==> config.mk <==
export PLATFORM = sky130hd
export DESIGN_NAME = conv5_seq_ctrl
export DESIGN_NICKNAME = d
export VERILOG_FILES = /design/src/rtl/conv5_pkg.sv /design/src/rtl/conv5_pos_cnt.sv /design/src/rtl/conv5_seq_ctrl.sv
export SDC_FILE = /design/constraint.sdc
export NUM_CORES = 1
export LEC_CHECK = 0
export ABC_AREA = 1
export BUFFER_PORTS_ARGS = -buffer_cell sky130_fd_sc_hd__buf_2
export CAP_MARGIN = 5
export CORE_AREA = 8 8 110 112
export CTS_BUF_LIST = sky130_fd_sc_hd__clkbuf_4 sky130_fd_sc_hd__clkbuf_8
export DETAILED_ROUTE_END_ITERATION = 10
export DIE_AREA = 0 0 118 120
export PLACE_DENSITY = 0.82
export SLEW_MARGIN = 30
export SYNTH_ARGS = -nofsm -noshare
export SYNTH_HDL_FRONTEND = slang
export SYNTH_HIERARCHICAL = 1
export SYNTH_SLANG_ARGS = --single-unit
==> constraint.sdc <==
create_clock -name clk -period 1.9 [get_ports clk]
set_input_delay 0.19 -clock clk [delete_from_list [all_inputs] [get_ports clk]]
set_output_delay 0.19 -clock clk [all_outputs]
set_load 0.02 [all_outputs]
==> src/rtl/conv5_pkg.sv <==
// Shared types and constants for the conv_5 sequencer.
// Optional macro CONV5_SEQ_PERF_EN adds the perf_cycles/perf_stalls counters.
package conv5_pkg;

    localparam int unsigned KERNEL_SIZE = 5;
    localparam int unsigned FP16_W      = 16;

    typedef logic [KERNEL_SIZE*FP16_W-1:0] beat_t;

    typedef enum logic [1:0] {
        IDLE   = 2'd0,
        LOAD_K = 2'd1,
        STREAM = 2'd2,
        DRAIN  = 2'd3
    } state_t;

endpackage

==> src/rtl/conv5_pos_cnt.sv <==
// Column/band position tracker for the streamed image beats.
module conv5_pos_cnt
    import conv5_pkg::*;
#(
    parameter int unsigned CNT_W = 6
) (
    input  logic             clk,
    input  logic             rst,
    input  logic             clr,
    input  logic             advance,
    input  logic [CNT_W-1:0] img_w,
    input  logic [CNT_W-1:0] img_h,
    output logic [CNT_W-1:0] col,
    output logic [CNT_W-1:0] band,
    output logic             win_full,
    output logic             last_beat
);

    logic col_end;
    logic band_end;

    // Wrap points and window/last-beat flags for the current position.
    always_comb begin
        col_end   = (col == CNT_W'(img_w - CNT_W'(1)));
        band_end  = (band == CNT_W'(img_h - CNT_W'(KERNEL_SIZE)));
        win_full  = (col >= CNT_W'(KERNEL_SIZE - 1));
        last_beat = col_end & band_end;
    end

    // Advance col per accepted beat; band steps when col wraps.
    always_ff @(posedge clk) begin
        if (rst || clr) begin
            col  <= '0;
            band <= '0;
        end else if (advance) begin
            if (col_end) begin
                col  <= '0;
                band <= band_end ? '0 : CNT_W'(band + CNT_W'(1));
            end else begin
                col  <= CNT_W'(col + CNT_W'(1));
            end
        end
    end

endmodule

==> src/rtl/conv5_seq_ctrl.sv <==
// Job sequencer for one conv_5 engine: kernel load, band streaming, result return.
// Optional macro CONV5_SEQ_PERF_EN adds perf_cycles/perf_stalls outputs.
module conv5_seq_ctrl
    import conv5_pkg::*;
#(
    parameter int unsigned DATA_WIDTH = FP16_W,
    parameter int unsigned IMG_MAX    = 32,
    parameter int unsigned CNT_W      = $clog2(IMG_MAX + 1)
) (
    input  logic                              clk,
    input  logic                              rst,
    input  logic                              start,
    input  logic [CNT_W-1:0]                  cfg_img_w,
    input  logic [CNT_W-1:0]                  cfg_img_h,
    output logic                              busy,
    output logic                              done,
    output logic                              cfg_err,
    input  logic                              k_valid,
    output logic                              k_ready,
    input  logic [KERNEL_SIZE*DATA_WIDTH-1:0] k_data,
    input  logic                              px_valid,
    output logic                              px_ready,
    input  logic [KERNEL_SIZE*DATA_WIDTH-1:0] px_data,
    output logic [KERNEL_SIZE*DATA_WIDTH-1:0] conv_data,
    output logic                              conv_kernel_load,
    output logic                              conv_valid_in,
    output logic                              conv_valid_out,
    input  logic [DATA_WIDTH-1:0]             conv_data_out,
    output logic                              res_valid,
    output logic [DATA_WIDTH-1:0]             res_data,
    output logic                              res_last
`ifdef CONV5_SEQ_PERF_EN
    ,
    output logic [31:0]                       perf_cycles,
    output logic [31:0]                       perf_stalls
`endif
);

    localparam int unsigned KCNT_W = $clog2(KERNEL_SIZE);

    state_t             state;
    state_t             state_nxt;
    logic [CNT_W-1:0]   img_w_q;
    logic [CNT_W-1:0]   img_h_q;
    logic [KCNT_W-1:0]  k_cnt;
    logic               t0, t1, t2;
    logic               l0, l1, l2;
    logic               cfg_bad;
    logic               start_ok;
    logic               k_acc;
    logic               k_last;
    logic               px_acc;
    logic               line_empty;
    logic [CNT_W-1:0]   col;
    logic [CNT_W-1:0]   band;
    logic               win_full;
    logic               last_beat;
    logic               pos_unused;

    // Job qualification and handshake decodes.
    always_comb begin
        cfg_bad    = (cfg_img_w < CNT_W'(KERNEL_SIZE)) || (cfg_img_h < CNT_W'(KERNEL_SIZE)) ||
                     (cfg_img_w > CNT_W'(IMG_MAX))     || (cfg_img_h > CNT_W'(IMG_MAX));
        start_ok   = start && (state == IDLE) && !cfg_bad;
        k_acc      = (state == LOAD_K) && k_valid;
        k_last     = k_acc && (k_cnt == KCNT_W'(KERNEL_SIZE - 1));
        px_acc     = (state == STREAM) && px_valid;
        line_empty = !(t0 || t1 || t2);
        pos_unused = ^{col, band};
    end

    conv5_pos_cnt #(
        .CNT_W (CNT_W)
    ) u_pos_cnt (
        .clk       (clk),
        .rst       (rst),
        .clr       (start_ok),
        .advance   (px_acc),
        .img_w     (img_w_q),
        .img_h     (img_h_q),
        .col       (col),
        .band      (band),
        .win_full  (win_full),
        .last_beat (last_beat)
    );

    // State register.
    always_ff @(posedge clk) begin
        if (rst) state <= IDLE;
        else     state <= state_nxt;
    end

    // Next-state logic.
    always_comb begin
        state_nxt = state;
        case (state)
            IDLE:    if (start_ok)            state_nxt = LOAD_K;
            LOAD_K:  if (k_last)              state_nxt = STREAM;
            STREAM:  if (px_acc && last_beat) state_nxt = DRAIN;
            DRAIN:   if (line_empty)          state_nxt = IDLE;
            default:                          state_nxt = IDLE;
        endcase
    end

    // Per-state handshakes and engine controls; data passes straight through.
    always_comb begin
        busy             = (state != IDLE);
        done             = 1'b0;
        k_ready          = 1'b0;
        px_ready         = 1'b0;
        conv_kernel_load = 1'b0;
        conv_valid_in    = 1'b0;
        conv_data        = '0;
        case (state)
            LOAD_K: begin
                k_ready          = 1'b1;
                conv_kernel_load = 1'b1;
                conv_valid_in    = k_valid;
                conv_data        = k_data;
            end
            STREAM: begin
                px_ready      = 1'b1;
                conv_valid_in = px_valid;
                conv_data     = px_data;
            end
            DRAIN:   done = line_empty;
            default: ;
        endcase
        conv_valid_out = t1;
        res_valid      = t2;
        res_data       = t2 ? conv_data_out : '0;
        res_last       = t2 && l2;
    end

    // Config latch, kernel row count and illegal-start flag.
    always_ff @(posedge clk) begin
        if (rst) begin
            img_w_q <= '0;
            img_h_q <= '0;
            k_cnt   <= '0;
            cfg_err <= 1'b0;
        end else begin
            cfg_err <= start && (state == IDLE) && cfg_bad;
            if (start_ok) begin
                img_w_q <= cfg_img_w;
                img_h_q <= cfg_img_h;
                k_cnt   <= '0;
            end else if (k_acc) begin
                k_cnt   <= KCNT_W'(k_cnt + KCNT_W'(1));
            end
        end
    end

    // Result delay line: t1 strobes the engine capture, t2 presents the result.
    always_ff @(posedge clk) begin
        if (rst) begin
            {t0, t1, t2} <= '0;
            {l0, l1, l2} <= '0;
        end else begin
            t0 <= px_acc && win_full;
            l0 <= px_acc && last_beat;
            t1 <= t0;
            l1 <= l0;
            t2 <= t1;
            l2 <= l1;
        end
    end

`ifdef CONV5_SEQ_PERF_EN
    // Busy-cycle and input-starvation counters; held after done.
    always_ff @(posedge clk) begin
        if (rst || start_ok) begin
            perf_cycles <= '0;
            perf_stalls <= '0;
        end else begin
            if (state != IDLE)                 perf_cycles <= perf_cycles + 32'd1;
            if ((state == STREAM) && !px_valid) perf_stalls <= perf_stalls + 32'd1;
        end
    end
`else
    // Performance counters not built.
`endif

endmodule

# Word level (Yosys, flattened, before mapping)
# Cells that the tools add are included.
[op_classes] eq_ne=10 magnitude_cmp=5 muxes=13 n_reduce_logical=22 addsub=5 bitwise=1
[op_table] operator="$pmux W80 S2" count=1
[op_table] operator="$mux W16" count=1
[op_table] operator="$add A6 B1 Y6 const B" count=2
[op_table] operator="$eq A6 B6 Y1" count=2
[op_table] operator="$gt A6 B6 Y1 const B" count=2
[op_table] operator="$lt A6 B3 Y1 const B" count=2
[op_table] operator="$mux W6" count=2
[op_table] operator="$logic_and A1 B1 Y1" count=9
[op_table] operator="$mux W2" count=4
[op_table] operator="$pmux W2 S4" count=1
[op_table] operator="$ge A6 B3 Y1 const B" count=1
[op_table] operator="$logic_or A1 B1 Y1" count=6
[op_table] operator="$sub A6 B1 Y6 const B" count=1
[op_table] operator="$sub A6 B3 Y6 const B" count=1
[op_table] operator="$eq A2 B2 Y1 const B" count=2
[op_table] operator="$ne A2 B1 Y1 const B" count=2
[op_table] operator="$ne A2 B2 Y1 const B" count=2
[op_table] operator="$reduce_and A4 Y1" count=1
[op_table] operator="$add A3 B1 Y3 const B" count=1
[op_table] operator="$eq A3 B3 Y1 const B" count=1
[op_table] operator="$mux W1" count=3
[op_table] operator="$eq A2 B1 Y1 const B" count=1
[op_table] operator="$logic_not A1 Y1" count=2
[op_table] operator="$logic_not A2 Y1" count=1
[op_table] operator="other kinds (5)" count=5
[word_totals] inputBits=193 register_bits=36 elab_cells=69 output_inout_bits=106

# Depth between registers and ports, before layout
[logic_depth] depth_word=8 mapped_depth=16 ltp_nobuf=16

# By module
# The synthesis kept the hierarchy.
[modules_own_cells] mod="conv5_seq_ctrl" area_each_um2=2369.8 n_inst=1 cells_per_inst=450 seq_area_each_um2=480.5
[modules_own_cells] mod="conv5_pos_cnt" area_each_um2=1083.5 n_inst=1 cells_per_inst=189 seq_area_each_um2=240.2

# Least setup slack after synthesis
# OpenSTA, ideal clock, no wires.
[synth_timing] path_type="register -> output" startpoint="reg state[0]" endpoint="out conv_data[12]" slack_ps=10 path_stages_with_launch=7 arrival_ps=1700 t_required_ps=1710 n_path_buf=2 path_cell_list="dfxtp_1 inv_1 ha_1 clkbuf_1 clkbuf_1 nand2_1 a21oi_1"
[synth_via] elab_chain_cells=2 elab_cells_between_ends=3 classes_between="eq/ne: 2; mux: 1"
[synth_lines] element="from (decl)" line="conv5_seq_ctrl.sv:41" source="state_t state;"
[synth_lines] element="from (signal assigned)" line="conv5_seq_ctrl.sv:90" source="else state <= state_nxt;"
[synth_lines] element="$eq A2 B2 Y1 or $eq A2 B1 Y1 (tied branches)" line="conv5_seq_ctrl.sv:114" source="case (state)"
[synth_lines] element="$pmux W80 S2 (*)" line="conv5_seq_ctrl.sv:114"
[synth_lines] element="to (decl)" line="conv5_seq_ctrl.sv:24" source="output logic [KERNEL_SIZE*DATA_WIDTH-1:0] conv_data,"
# Every way passes the cells marked *; elsewhere a longest branch is shown, timed or not.

# Worst setup path in the final report
[layout_timing] startpoint="reg img_w_q[1]" endpoint="reg state[0]"
[layout_via] elab_chain_cells=6
[layout_lines] element="from (decl)" line="conv5_seq_ctrl.sv:43" source="logic [CNT_W-1:0] img_w_q;"
[layout_lines] element="from (signal assigned)" line="conv5_seq_ctrl.sv:145" source="img_w_q <= cfg_img_w;"
[layout_lines] element="$sub A6 B1 Y6" line="conv5_pos_cnt.sv:24" source="col_end = (col == CNT_W'(img_w - CNT_W'(1)));"
[layout_lines] element="$eq A6 B6 Y1" line="conv5_pos_cnt.sv:24"
[layout_lines] element="$and A1 B1 Y1" line="conv5_pos_cnt.sv:27" source="last_beat = col_end & band_end;"
[layout_lines] element="via last_beat" line="conv5_seq_ctrl.sv:57" source="logic last_beat;"
[layout_lines] element="$logic_and A1 B1 Y1" line="conv5_seq_ctrl.sv:99" source="STREAM: if (px_acc && last_beat) state_nxt = DRAIN;"
[layout_lines] element="$ne A2 B1 Y1 (no line)"
[layout_lines] element="$reduce_and A4 Y1 (no line)"
# The timed path passes the listed nets, and every way through them passes these cells.
# A chain may end at the register's enable or synchronous reset.

==> results.toml <==
[sta]
relSlewSlack_pct = 63.4
fin_crit_ns = 1.86
hold_ws_ns = 0.162
worst_slew_pin_slew_ns = 0.548
hold_viol_final = 0
rsz0062_at_grt = "yes"
setup_slack_ns = 0.0407
finalClockSkew_ns = 0.00765
slew_viol_final = 0
fin_crit_sh_pct = 97.9
setup_viol = 0
clock.fmax_ghz = 0.538

[finish]
fillerInstances = 1062
layout.nets = 1145
utilization_pct = 52.5
multi_input_area_um2 = 2370
stdcell_count = 1081
diodes = 0
layout-drive-gt1-share_pct = 40.4
syn_to_final_growth_pct = 59.7
ff_latch_area_um2 = 729

[cts]
hold_buffers = 0
htree_levels = 2
clk_pin_slew_ns = 0.08
clk_latency_ns = 0.29
cts_buffers = 5
cts.path.max_buffers = 2
cts_tree = "built"
cts_sinks = 36
root_buffer = "clkbuf_8"

[critical_path]
cp-start-kind = "flip-flop"
crit_family = "simple AND/OR/NAND/NOR gates"
criticalPathCategory = "reg2reg"
critPathCaptureType = "flip-flop"
worst-path-buf-inv = 2
path_cells = "inv_2 -> ha_4 -> inv_1 -> nand2_2 -> nand2_2 -> nor2_4 -> nand3_2 -> nor2_4 -> nand2_1 -> nor2_1 -> nand2_1 -> a21oi_2 -> nand3_1 -> nand2_1 -> nor2_1"
crit_top_cell = "nand2_1"
critical_path.max_fanout = 4
cpMaxStageDelayCell = "dfxtp_2"
required_ns = 2.07
critPathMaxStageDelay_ns = 0.35
cp.arrival_ns = 2.03

[pwr]
power.internal_mw = 2.57
pwr-share-seq_pct = 16.6
power_density_nw_per_um2 = 947
switching_share_pct = 50.9
leakage_nw = 2.99
p_sw_mw = 2.66
power_frac_comb_pct = 70.5
clockPowerShare_pct = 12.9
peakVddDrop_v = 0.000448
power_mw = 5.23

[floorplan]
core_um2 = 10500
row_count = 38
initial_core_util_pct = 32.9
die_y_um = 120
ioPinCount = 299
dieArea_um2 = 14200
die_w_um = 118

[synth]
yosysTopAreaCell = "nand2_1"
synth-async-reset-ratio_pct = 0
synth-warning-count = 6
synth_edf_count = 0
synth_top_area_share_pct = 31.3
synthFlopType = "dfxtp_1"
synth-seq-area-share_pct = 20.9
netlist-cell-type-count = 31
syn_nets = 844
syn-cell-area_um2 = 3450
synthTopCellsByCount = "288 x nand2_1, 91 x a21oi_1, 65 x inv_1"
ys_ff_latch = 36
synth_cells = 639
synth.most_common_cell = "nand2_1"
synth_area_per_cell_um2 = 5.40
synthTopCellsByArea = "nand2_1 31%, dfxtp_1 21%, a21oi_1 13%"

[routing]
drc_errors = 0
postRouteWirelength_um = 16200
vias = 5008
dr.first_iter.drc_count = 272
via_per_inst = 4.63
wl_per_cell_um = 14.9
ant_nets = 0
first_pass_iters = 5

[global_route]
grt_max_degree = 62
grtUsageTotal_pct = 20.1
overflow = 0
grt_pass1_vias = 4663
antenna_found_initial = 2
grt_pass1_wl_um = 23300

[placement]
gp_congestion = 0.835
hpwlAfterDp_um = 13200
place_ws_ns = -0.0165
port_buffers = 298
dp.cells = 1065

[min_path]
hold_path_class = "in2reg"

[status]
status = "finished, final reports clean"

[run]
cap_viol_max_count = 0
-- worst min-delay path, cell delays in order --
cell     delay [ns]
buf_2          0.10
nand2_1        0.07
a21oi_2        0.05
-- per-stage QoR --
stage	instance area (µm²)	TNS [ns]
6_report	5520	0
5_1_grt	5520	-0.220
4_1_cts	5350	-0.0301
3_5_place_dp	5170	-0.0262
3_3_place_gp	5170	0
2_1_floorplan	3450	0
-- placed cells by master, fill, tap and decap left out, types with 4 or more instances in the layout --
cell type,netlist,final
nand2_1,288,286
buf_2,10,277
a21oi_1,91,89
inv_1,65,59
nor2_1,44,44
buf_4,3,41
dfxtp_1,36,31
nand3_1,21,21
a21oi_2,10,12
inv_2,5,10
ha_1,12,8
xor2_1,6,6
clkbuf_8,0,5
buf_6,1,5
ha_4,0,4
dfxtp_2,0,4
o21ai_1,3,4
nand4_1,4,4
-- worst paths after layout --
| kind | start | to | slack, ns | depth (start not counted) |
|---|---|---|---|---|
| setup / recovery | img_w_q[1] | state[0] | 0.04 | 15 |
| hold reg to reg | l1 | l2 | 0.40 | 2 |
| hold / removal | cfg_img_w[3] | img_w_q[3] | 0.16 | 3 |
| setup reg to reg | img_w_q[1] | state[0] | 0.04 | 15 |
-- repair_timing --
item / in CTS / in global routing
pin swaps: 1 / 9
resized for setup: 16 / 31
cloned: 0 / 3
setup endpoints to repair: 75 / 85
buffers inserted: 3 / 2
-- flip-flops by register name, indices dropped and copies added (netlist names) --
name / flops
conv_valid_out: 1
state: 2
cfg_err: 1
t0: 1
k_cnt: 3
res_valid: 1
l1: 1
u_pos_cnt/col: 6
l2: 1
u_pos_cnt/band: 6
l0: 1
img_w_q: 6
img_h_q: 6
-- cells by family (layout without fill, tap and decap cells) --
group | after synthesis | in the layout | share of synthesized area, %
DFF | 36 | 36 | 20.9
adders and majority gates | 12 | 12 | 4.35
buffers and inverters | 105 | 407 | 12.4
and+or+nand+nor | 369 | 369 | 43.3
AOI/OAI and AO/OA | 109 | 109 | 17.1
xor gates and xnor gates | 8 | 8 | 2.03
-- final cells by class --
type                       instances  share of cell area [%]
timing repair buffer             328                    33.7
sequential                        36                    13.2
clock buffer                       6                    1.38
tap                              140                    3.18
clock inverter                     2                   0.635
multi-input combinational        498                    42.9
inverter                          71                    4.90
-- power groups by stage --
stage	Sequential (mW)	Clock [mW]	Combinational, mW
after global placement	0.864	0	3.22
after global routing	0.874	0.725	3.98
final	0.866	0.676	3.68
after floorplan	0.860	0	2.06
after CTS	0.856	0.688	3.35
after detailed placement	0.864	0	3.24
-- metal layers --
metal / vias up / track usage, % / share of wire, % / wire length (µm)
li1: 2578 / - / - / -
met1: 2170 / 21.4 / 38 / 6130
met2: 234 / 36.2 / 51 / 8160
met3: 22 / 6.86 / 8.8 / 1420
met4: 4 / 7.13 / 2.6 / 414
met5: - / 0 / 0.14 / 23
No activity file was read; power rests on OpenSTA's default activity.
